===== config.mk =====
export PLATFORM = sky130hd
export DESIGN_NAME = pipelined_csa_multiplier
export DESIGN_NICKNAME = d
export VERILOG_FILES = /design/src/rtl/mult_pkg.sv /design/src/rtl/csa_layer.sv /design/src/rtl/pipelined_csa_multiplier.sv
export SDC_FILE = /design/constraint.sdc
export NUM_CORES = 2
export LEC_CHECK = 0
export CORE_ASPECT_RATIO = 1.1
export CORE_UTILIZATION = 35
export CTS_CLUSTER_DIAMETER = 120
export DETAILED_ROUTE_END_ITERATION = 10
export PLACE_DENSITY = 0.6
export SYNTH_ARGS = -nofsm -noshare
export SYNTH_HDL_FRONTEND = slang
export SYNTH_SLANG_ARGS = --single-unit

===== constraint.sdc =====
create_clock -name clk -period 49.1 [get_ports clk]
set_input_delay 12.275 -clock clk [delete_from_list [all_inputs] [get_ports clk]]
set_output_delay 12.275 -clock clk [all_outputs]
set_load 0.01 [all_outputs]

===== src/rtl/mult_pkg.sv =====
// Shared sizing helpers for the carry-save multiplier: tree depth and
// placement of pipeline register banks along the reduction layers.
package mult_pkg;

    localparam int MAX_WIDTH = 64;

    function automatic int rows_next(input int rows);
        return 2 * (rows / 3) + rows % 3;
    endfunction

    function automatic int csa_levels(input int rows);
        int r;
        int n;
        r = rows;
        n = 0;
        while (r > 2) begin
            r = rows_next(r);
            n++;
        end
        return n;
    endfunction

    function automatic int rows_at(input int rows, input int level);
        int r;
        r = rows;
        for (int i = 0; i < level; i++) r = rows_next(r);
        return r;
    endfunction

    // Bank k (k < stages-1) closes layer (k*levels)/(stages-1); the last bank
    // always holds the final sum. Returns -1 when the layer feeds on unregistered.
    function automatic int stage_of_level(input int level, input int levels, input int stages);
        int b;
        b = -1;
        for (int k = 0; k < stages - 1; k++)
            if ((k * levels) / (stages - 1) == level) b = k;
        return b;
    endfunction

endpackage


===== src/rtl/csa_layer.sv =====
// One 3:2 carry-save compressor row: three operands in, sum and
// left-shifted carry out.
module csa_layer #(
    parameter int W = 8
) (
    input  logic [W-1:0] a_i,
    input  logic [W-1:0] b_i,
    input  logic [W-1:0] c_i,
    output logic [W-1:0] sum_o,
    output logic [W-1:0] carry_o
);

    assign sum_o   = a_i ^ b_i ^ c_i;
    assign carry_o = {(a_i[W-2:0] & b_i[W-2:0]) |
                      (a_i[W-2:0] & c_i[W-2:0]) |
                      (b_i[W-2:0] & c_i[W-2:0]), 1'b0};

endmodule


===== src/rtl/pipelined_csa_multiplier.sv =====
// Pipelined carry-save-tree multiplier with valid/ready handshake and tag.
// Define PIPE_MULT_SIGNED_EN to honour in_signed (Baugh-Wooley correction).
module pipelined_csa_multiplier
    import mult_pkg::*;
#(
    parameter int WIDTH  = 24,
    parameter int STAGES = 3,
    parameter int TAG_W  = 4
) (
    input  logic               clk,
    input  logic               rst,
    input  logic               in_valid,
    output logic               in_ready,
    input  logic [WIDTH-1:0]   in_a,
    input  logic [WIDTH-1:0]   in_b,
    input  logic               in_signed,
    input  logic [TAG_W-1:0]   in_tag,
    output logic               out_valid,
    input  logic               out_ready,
    output logic [2*WIDTH-1:0] out_product,
    output logic [TAG_W-1:0]   out_tag
);

    localparam int PW     = 2 * WIDTH;
    localparam int LEVELS = csa_levels(WIDTH);

    logic             advance;
    logic [PW-1:0]    pp     [WIDTH];
    logic [PW-1:0]    lin    [LEVELS+1][WIDTH];
    logic [PW-1:0]    lout   [LEVELS][WIDTH];
    logic             vin    [LEVELS+1];
    logic [TAG_W-1:0] tin    [LEVELS+1];
    logic [PW-1:0]    sum_d;
    logic             valid_q;
    logic [PW-1:0]    prod_q;
    logic [TAG_W-1:0] tag_q;

    assign advance  = !valid_q || out_ready;
    assign in_ready = advance;

`ifndef PIPE_MULT_SIGNED_EN
    logic unused_signed;
    assign unused_signed = in_signed;
`endif

    // Signed rows: terms pairing exactly one operand MSB are inverted, and the
    // +2^W / +2^(2W-1) constants sit in the free upper bits of row 0.
    always_comb begin
        for (int i = 0; i < WIDTH; i++) begin
            pp[i] = '0;
            for (int j = 0; j < WIDTH; j++) begin
                pp[i][i+j] = in_a[j] & in_b[i];
`ifdef PIPE_MULT_SIGNED_EN
                if (in_signed && ((i == WIDTH - 1) != (j == WIDTH - 1)))
                    pp[i][i+j] = ~(in_a[j] & in_b[i]);
`endif
            end
        end
`ifdef PIPE_MULT_SIGNED_EN
        if (in_signed) begin
            pp[0][WIDTH] = 1'b1;
            pp[0][PW-1]  = 1'b1;
        end
`endif
    end

    for (genvar r = 0; r < WIDTH; r++) begin : g_rows0
        assign lin[0][r] = pp[r];
    end
    assign vin[0] = in_valid;
    assign tin[0] = in_tag;

    for (genvar l = 0; l < LEVELS; l++) begin : g_lvl
        localparam int N = rows_at(WIDTH, l);
        localparam int G = N / 3;

        for (genvar g = 0; g < G; g++) begin : g_csa
            csa_layer #(.W(PW)) u_csa (
                .a_i     (lin[l][3*g]),
                .b_i     (lin[l][3*g+1]),
                .c_i     (lin[l][3*g+2]),
                .sum_o   (lout[l][2*g]),
                .carry_o (lout[l][2*g+1])
            );
        end

        for (genvar r = 2 * G; r < WIDTH; r++) begin : g_pass
            if (r < 2 * G + N % 3) begin : g_left
                assign lout[l][r] = lin[l][3*G + r - 2*G];
            end else begin : g_zero
                assign lout[l][r] = '0;
            end
        end

        if (stage_of_level(l, LEVELS, STAGES) >= 0) begin : g_bank
            logic [PW-1:0]    rows_q [WIDTH];
            logic             vld_q;
            logic [TAG_W-1:0] tagb_q;

            always_ff @(posedge clk or posedge rst) begin
                if (rst)          vld_q <= 1'b0;
                else if (advance) vld_q <= vin[l];
            end

            always_ff @(posedge clk) begin
                if (advance) begin
                    for (int r = 0; r < WIDTH; r++) rows_q[r] <= lout[l][r];
                    tagb_q <= tin[l];
                end
            end

            for (genvar r = 0; r < WIDTH; r++) begin : g_out
                assign lin[l+1][r] = rows_q[r];
            end
            assign vin[l+1] = vld_q;
            assign tin[l+1] = tagb_q;
        end else begin : g_comb
            for (genvar r = 0; r < WIDTH; r++) begin : g_out
                assign lin[l+1][r] = lout[l][r];
            end
            assign vin[l+1] = vin[l];
            assign tin[l+1] = tin[l];
        end
    end

    assign sum_d = lin[LEVELS][0] + lin[LEVELS][1];

    always_ff @(posedge clk or posedge rst) begin
        if (rst) begin
            valid_q <= 1'b0;
            prod_q  <= '0;
            tag_q   <= '0;
        end else if (advance) begin
            valid_q <= vin[LEVELS];
            prod_q  <= sum_d;
            tag_q   <= tin[LEVELS];
        end
    end

    assign out_valid   = valid_q;
    assign out_product = prod_q;
    assign out_tag     = tag_q;

endmodule

==> out/results.ini <==
[status]
status = completed

[floorplan]
initial_core_util_pct = 35.4
fp.dieW_um = 317
die_area_um2 = 110000
fp.dieH_um = 348
core-area_um2 = 108000
io_pins = 111
fp-row-count = 126

[global_routing]
antenna_found_initial = 11
grt_max_degree = 195
grt_pass1_vias = 22100
grt_pass1_wl_um = 135000
track_usage_pct = 16.5
grt-ovfl-total = 0

[timing]
skew_ns = 0.0216
rsz0062_at_grt = no
min_period_ns = 26.65
hold_violations = 0
slew_headroom_pct = 15.7
tns_ns = 0
finalCritPeriodShare_pct = 54.3
finalMaxSlewViolations = 0
worst_pin_slew_ns = 1.26
max_clock_freq_mhz = 37.5
setup_viol = 0

[cells_and_area]
finalNetCount = 3452
drive_gt1_share_pct = 6.06
syn_to_final_growth_pct = 12.8
layout.cells.non_filler = 4233
postLayoutCoreUtil_pct = 39.9

[drt]
drt_iter0_markers = 1277
vias = 20200
wl_per_cell_um = 20.7
routed_wl_um = 87600
first_pass_iters = 5
drc_errors = 0
vias_per_cell = 4.76
ant_nets = 0

[critical_path]
critPathKind = in -> out
critPathCaptureType = output pin
crit_chain = clkdlybuf4s50_1 -> nor2b_4 -> buf_4 -> inv_8 -> clkdlybuf4s50_1
crit_path_max_fanout = 71
slowest_stage = clkdlybuf4s50_1
cp.required_ns = 36.83
slowest_delay_ns = 0.59
cpMostUsedCell = clkdlybuf4s50_1
crit_arrival_ns = 14.37
cp-start-kind = primary input
rr_worst_depth = 15

[clock_network]
cts_tree = done
cts_resized = 0
clockBufferDepth = 3
clock_latency_ns = 0.64
cts-root-buf = clkbuf_16
cts_sinks = 643
htree_levels = 3
post-cts-setup-buffers = 0
cts_buffers = 68
clk_pin_slew_ns = 0.06
cts_hold_buf = 0

[logic_synthesis]
synth_cell_types = 66
synth_cells = 2667
post-synth-top-area-fraction_pct = 46.3
seq_area_frac_synth_pct = 50.0
synth_nets = 3353
synth.most_common_cell = edfxtp_1
ys_top_cells_by_count = edfxtp_1, and2_1, fa_1
synth_seq_cells = 643
synth_edf_count = 588
synth-main-ff-cell = edfxtp_1
synth_area_leaders = edfxtp_1, fa_1, and2_1
yosys_warnings = 0
yosys.area.top_type = edfxtp_1
async_flop_share_pct = 8.55
synth_area_um2 = 38100
avgSynthCellArea_um2 = 14.3

[hold_path]
whs_path_depth = 0
worst_hold_path_type = reg -> reg

[placement]
io_buffers = 109
gp_congestion = 0.772
hpwl_um = 57400
place_inst = 4104

[run]
drv_cap = 0

final timing paths:
path	startpoint	end	slack, ns
hold reg to reg	g_lvl[0].g_bank.rows_q[1][380]	g_lvl[3].g_bank.rows_q[0][284]	0.42
max in group asynchronous	rst	out_product[35]	36.37
setup reg to reg	g_lvl[3].g_bank.rows_q[0][177]	out_product[46]	44.29
min in group asynchronous	rst	out_tag[0]	12.18
hold / removal	g_lvl[0].g_bank.rows_q[1][380]	g_lvl[3].g_bank.rows_q[0][284]	0.42
setup / recovery	out_ready	in_ready	22.45
cell usage in the layout, fill, tap and decap left out, types with 14 or more instances in the layout:
cell             count
a21oi_1             60
clkdlybuf4s50_1    103
xor2_1              17
nor2_1              48
dfrtp_1             55
nand2_1             83
buf_4               44
clkinv_2            14
edfxtp_1           588
xnor2_1             15
fa_1               490
and2_1             576
ha_1               139
clkinv_1            14
clkbuf_16           71
inv_1              311
a21o_1              24
o21ai_1             23
stage by stage:
stage	setup WS, ns	hold WS, ns	cell area (um^2)
floorplan	7.93	0.400	38100
global placement	22.43	0.402	40800
detailed placement	22.44	0.405	40800
CTS	22.43	0.418	43000
global route	22.32	0.423	43000
finish	22.45	0.416	43000
state kept, by name (all words and copies together), names as in the netlist:
name / cells
out_product: 48
g_lvl.g_bank.tagb_q: 8
g_lvl.g_bank.vld_q: 2
out_tag: 4
g_lvl.g_bank.rows_q: 580
out_valid: 1
critical path, delay by kind of cell:
kind / cells / cell delay, ns
and+or+nand+nor: 1 / 0.11
buffers and inverters: 4 / 1.85
layer usage:
layer | GRT usage [%] | vias up | share of wire [%]
met5 | 0 | - | 0.083
met4 | 4.74 | 14 | 2.1
met2 | 28.0 | 418 | 50
met1 | 21.8 | 10700 | 43
li1 | - | 8876 | -
met3 | 2.30 | 121 | 4.5
area by class of cell:
cell class | instances | area [um^2]
fillers | 10000 | 64700
flip-flops and latches | 643 | 19000
multi-input cells | 1585 | 17300
clock buffers | 83 | 1820
well taps | 1408 | 1760
repair buffers | 155 | 1430
inverters | 313 | 1180
clock inverters | 42 | 408
diodes | 4 | 10.0
cells by family (layout without fill, tap and decap cells):
logic type	count (synthesis)	count (layout)	share of synthesized area [%]
simple gates	757	757	11.6
flops	643	643	50.0
fa+ha+maj	629	629	30.3
buf+inv	439	593	4.54
compound gates	165	165	2.77
xor+xnor	32	32	0.736
mux	2	2	0.0525
other cells	0	4	0
Power is left out: the tool's default activity adds up to more than one toggle a clock period on the data nets, which glitch-free logic cannot reach.
